**config.mk**
```make
export PLATFORM = sky130hd
export DESIGN_NAME = irq_ctrl
export DESIGN_NICKNAME = d
export VERILOG_FILES = /design/src/rtl/irq_ctrl.sv
export SDC_FILE = /design/constraint.sdc
export NUM_CORES = 1
export LEC_CHECK = 0
export CORE_MARGIN = 2
export CORE_UTILIZATION = 40
export CTS_CLUSTER_DIAMETER = 30
export DETAILED_ROUTE_END_ITERATION = 12
export HOLD_SLACK_MARGIN = 0.02
export PLACE_DENSITY = 0.66
export SLEW_MARGIN = 0
export SYNTH_ARGS = -nofsm -noshare
export SYNTH_HDL_FRONTEND = slang
export SYNTH_SLANG_ARGS = --single-unit
```
**constraint.sdc**
```tcl
create_clock -name clk -period 2.41 [get_ports clk]
set_clock_uncertainty 0.05 [all_clocks]
set_input_delay 0.482 -clock clk [delete_from_list [all_inputs] [get_ports clk]]
set_output_delay 0.482 -clock clk [all_outputs]
set_load 0.005 [all_outputs]
```
**src/rtl/irq_ctrl.sv**
```systemverilog
// irq_ctrl: prioritised external interrupt controller driving cp0 ir_in.
// Build option IRQ_LEVEL_EN selects level-sensitive sources (default: edge).
module irq_ctrl #(
  parameter int N_SRC = 8,
  parameter int ID_W  = 3
) (
  input  logic             clk,
  input  logic             rst,
  input  logic [N_SRC-1:0] irq_src,
  input  logic             mask_we,
  input  logic [N_SRC-1:0] mask_wdata,
  input  logic             ack,
  output logic             ir_out,
  output logic [ID_W-1:0]  cause_id,
  output logic             busy,
  output logic [N_SRC-1:0] pending,
  output logic [N_SRC-1:0] mask
);

  localparam logic [1:0] S_IDLE = 2'd0;
  localparam logic [1:0] S_REQ  = 2'd1;
  localparam logic [1:0] S_SVC  = 2'd2;

  logic [1:0]       state;
  logic [1:0]       state_nx;
  logic [N_SRC-1:0] s1;
  logic [N_SRC-1:0] s2;
  logic [N_SRC-1:0] req;
  logic [N_SRC-1:0] grant;
  logic [ID_W-1:0]  win_id;
  logic             claim;

  // two-flop synchroniser on every raw line
  always_ff @(posedge clk or posedge rst) begin
    if (rst) begin
      s1 <= '0;
      s2 <= '0;
    end else begin
      s1 <= irq_src;
      s2 <= s1;
    end
  end

`ifdef IRQ_LEVEL_EN

  // level mode: pending simply mirrors the synchronised line
  always_comb begin
    pending = s2;
  end

`else

  logic [N_SRC-1:0] s3;
  logic [N_SRC-1:0] rise;
  logic [N_SRC-1:0] clr;
  logic [N_SRC-1:0] pend_q;

  // history flop for rising-edge detection
  always_ff @(posedge clk or posedge rst) begin
    if (rst) begin
      s3 <= '0;
    end else begin
      s3 <= s2;
    end
  end

  // edge detect and claim-clear; a fresh edge beats the clear
  always_comb begin
    rise = s2 & ~s3;
    clr  = claim ? grant : '0;
  end

  // sticky pending bits, independent of the mask
  always_ff @(posedge clk or posedge rst) begin
    if (rst) begin
      pend_q <= '0;
    end else begin
      pend_q <= (pend_q & ~clr) | rise;
    end
  end

  // expose the sticky register to software
  always_comb begin
    pending = pend_q;
  end

`endif

  // software mask, all sources disabled out of reset
  always_ff @(posedge clk or posedge rst) begin
    if (rst) begin
      mask <= '0;
    end else if (mask_we) begin
      mask <= mask_wdata;
    end
  end

  // lowest enabled pending index wins
  always_comb begin
    req    = pending & mask;
    grant  = req & (~req + N_SRC'(1));
    claim  = (state == S_IDLE) && (|req);
    win_id = '0;
    for (int i = 0; i < N_SRC; i++) begin
      if (grant[i]) begin
        win_id = win_id | ID_W'(i);
      end
    end
  end

  // claim / pulse / service sequencing
  always_comb begin
    state_nx = state;
    unique case (1'b1)
      (state == S_IDLE): begin
        if (claim) begin
          state_nx = S_REQ;
        end
      end
      (state == S_REQ): begin
        state_nx = S_SVC;
      end
      (state == S_SVC): begin
        if (ack) begin
          state_nx = S_IDLE;
        end
      end
      default: begin
        state_nx = S_IDLE;
      end
    endcase
  end

  // state register, abandoned immediately on reset
  always_ff @(posedge clk or posedge rst) begin
    if (rst) begin
      state <= S_IDLE;
    end else begin
      state <= state_nx;
    end
  end

  // one-cycle request pulse to cp0
  always_ff @(posedge clk or posedge rst) begin
    if (rst) begin
      ir_out <= 1'b0;
    end else begin
      ir_out <= claim;
    end
  end

  // claimed id, held until the next claim
  always_ff @(posedge clk or posedge rst) begin
    if (rst) begin
      cause_id <= '0;
    end else if (claim) begin
      cause_id <= win_id;
    end
  end

  // outstanding-interrupt flag
  always_comb begin
    busy = (state != S_IDLE);
  end

endmodule

```
==> run_results.csv <==
group,metric,value,unit
cts,clock_sinks,46,
cts,numCtsBuffers,5,
die,die_w,66.7,µm
sta,period_minus_slack,2080,ps
cts,hold_buffers,0,
cts,path_clk_slew,70,ps
grt,met3_usage,3.21,%
cts,clock_path_buffers,2,
die,ioPinCount,41,
sta,max_slew_margin,68.0,%
sta,worst_hold_slack,300,ps
cells_and_area,area_growth,35.7,%
route,drtIter0Drc,77,
setup_path,cp.required,1880,ps
cts,post-cts-setup-buffers,0,
cells_and_area,diodes,0,
grt,grt_pass1_vias,1106,
grt,grt_max_degree,25,
grt,grt_use_met1,21.5,%
placed_design,place_congestion,0.807,
logic_synthesis,netlist.area_leader.share,73.2,%
cells_and_area,layout-drive-gt1-share,11.9,%
setup_path,crit_type,"flop to output pin",
cts,cts_tree,"done",
placed_design,hpwl,2140,µm
setup_path,reg2reg_from,"mask[0]$_DFFE_PP0P_",
placed_design,portBuffers,40,
hold_path,min_from,"s1[5]$_DFF_PP0_",
grt,grt-ovfl-total,0,
die,initial_utilization,42.3,%
sta,setup-tns-final,0,ps
setup_path,worstPathArrival,1550,ps
setup_path,r2r_cells,5,
logic_synthesis,synth.cell_area,1570,µm²
grt,antenna_found_initial,0,
sta,grt_setup_unrepaired,"false",
hold_path,holdPathStages,0,
cells_and_area,mostFrequentLayoutCells,"dfrtp_1 (46), clkdlybuf4s50_1 (40), inv_1 (10), nand2_1 (10), mux2_2 (9)",
logic_synthesis,synth.area.top_cells,"dfrtp_1 (73%), mux2_2 (6.4%), a22o_1 (3.3%), inv_1 (2.6%), nand2_1 (2.4%)",
logic_synthesis,synth_cell_types,23,
route,first_pass_iters,4,
die,coreArea,3720,µm²
sta,max_freq,480,MHz
setup_path,worst-path-buf-inv,2,
sta,hold_violations,0,
sta,maxSlewViolCount,0,
setup_path,worstPathCellList,"nor2_1, inv_1, clkdlybuf4s50_1",
sta,worst_pin_slew,480,ps
pwr,p_per_area,909,nW/µm²
hold_path,worst_hold_path.endpoint,"s2[5]$_DFF_PP0_",
route,avgRoutedWirePerCell,13.9,µm
die,die_area,4450,µm²
route,drtAntennaViolNets,0,
cts,root_buffer,"clkbuf_8",
status,status,"finished, final reports clean",
pwr,power.leakage,0.000946,µW
setup_path,cpMaxStageDelayCell,"clkdlybuf4s50_1",
logic_synthesis,synth_area_leader_cell,"dfrtp_1",
hold_path,hp-class,"flop to flop",
cts,clock_latency,290,ps
setup_path,critPathMaxFanout,4,
cells_and_area,nFillCells,321,
setup_path,cp-end-kind,"output pin",
logic_synthesis,ys_ff_latch,46,
sta,finalSetupViolCount,0,
route,routed-via-count,1036,
pwr,ir_drop,390,µV
logic_synthesis,synth.yosys.seq_area_share,73.2,%
grt,use_met2,24.1,%
job,drv_cap,0,
die,rows,22,
setup_path,timing.rr.end,"pending[7]$_DFF_PP0_",
sta,fin_crit_sh,86.4,%
setup_path,critPathTopFamily,"buffers and inverters",
route,via_per_inst,5.00,
logic_synthesis,syn_avg_cell_area,14.2,µm²
logic_synthesis,yosys_warnings,0,
cts,ctsHtreeMaxLevel,2,
cts,post_cts_resized,0,
setup_path,slowest_delay,470,ps
route,finalWirelength,2870,µm
die,dieHeight,66.7,µm
grt,grt_use_total,15.7,%
grt,grt_pass1_wl,5120,µm
logic_synthesis,synth.net_count,131,
cells_and_area,final_common_cell,"dfrtp_1",
setup_path,r2r_slack,700,ps
setup_path,critPathLaunchType,"flop",
route,drc,0,
grt,busiest_layer,"met2",
logic_synthesis,synthCells,111,
cells_and_area,nets,179,
-- cells by family (layout without fill, tap and decap cells) --
logic type             count (synthesis)  count (layout)  synth area share [%]
and+or+nand+nor                       25              25                  7.41
buffers and inverters                 12              60                  2.87
AOI/OAI and AO/OA                     19              19                  10.0
muxes                                  9               9                  6.45
DFF                                   46              46                  73.2
-- power breakdown --
group	internal [µW]	total [µW]	switching, µW
combinational	309	527	217
clock	199	415	216
sequential	895	995	99.8
-- cell type report --
class	count	area, µm²	area share (%)
repair buffers	42	428	20.1
flip-flops and latches	46	1150	54.0
clock buffers	7	76.3	3.58
inverters	11	41.3	1.94
well taps	48	60.1	2.82
multi-input cells	53	375	17.6
-- synth_stat cells --
cell type and number:
o21ai_0 2, a22o_1 6, a21oi_1 1, nand2_1 10
a222oi_1 1, dfrtp_1 46, a22o_2 1, nor2b_1 1
a32o_1 1, a31oi_1 1, a41oi_1 1, o21ai_1 1
nand3_1 4, a22oi_1 2, nor2_1 5, mux2_2 9
a41oi_2 1, and4_1 1, o2111ai_1 1, and3_1 1
inv_1 11, nand4_1 3, clkbuf_1 1
-- worst reg2reg max path, cell delays in order, from the launching register on --
cell      delay [ps]
dfrtp_1          440
a222oi_1         350
buf_4            210
and3_1           240
nand4_1          110
a22o_1           210
-- stage by stage --
stage          cell area [µm²]  total power [µW]  cells  utilization [%]  setup WS [ps]
3_5_place_dp              2060              1540    200             55.3            626
5_1_grt                   2130              2070    207             57.4            254
2_1_floorplan             1570              1230    111                -            671
6_report                  2130              1940    207             57.4            327
3_3_place_gp              2060              1520    200             55.3            670
4_1_cts                   2130              1960    207             57.4            328
-- routing by layer --
metal	routed length [µm]	up-vias
met3	158	7
met5	0	-
met2	1350	39
met1	1300	506
li1	-	484
met4	61	0
-- flip-flops by register name, summed over array words and instances, names as in the netlist --
name      count
state         2
cause_id      3
s2            8
ir_out        1
s3            8
pending       8
mask          8
s1            8
-- worst max-delay path by stage --
stage | start | endpoint | slack [ps] | depth (start not counted)
2_1_floorplan | pending[0]$_DFF_PP0_ | pending[7]$_DFF_PP0_ | 670 | 4
3_3_place_gp | mask_we | mask[3]$_DFFE_PP0P_ | 670 | 2
3_5_place_dp | mask_we | mask[1]$_DFFE_PP0P_ | 630 | 2
4_1_cts | state[1]$_DFFE_PP0P_ | busy | 330 | 3
5_1_grt | state[1]$_DFFE_PP0P_ | busy | 250 | 3
6_report | state[1]$_DFFE_PP0P_ | busy | 330 | 3
Power figures use the tool's default switching activity.
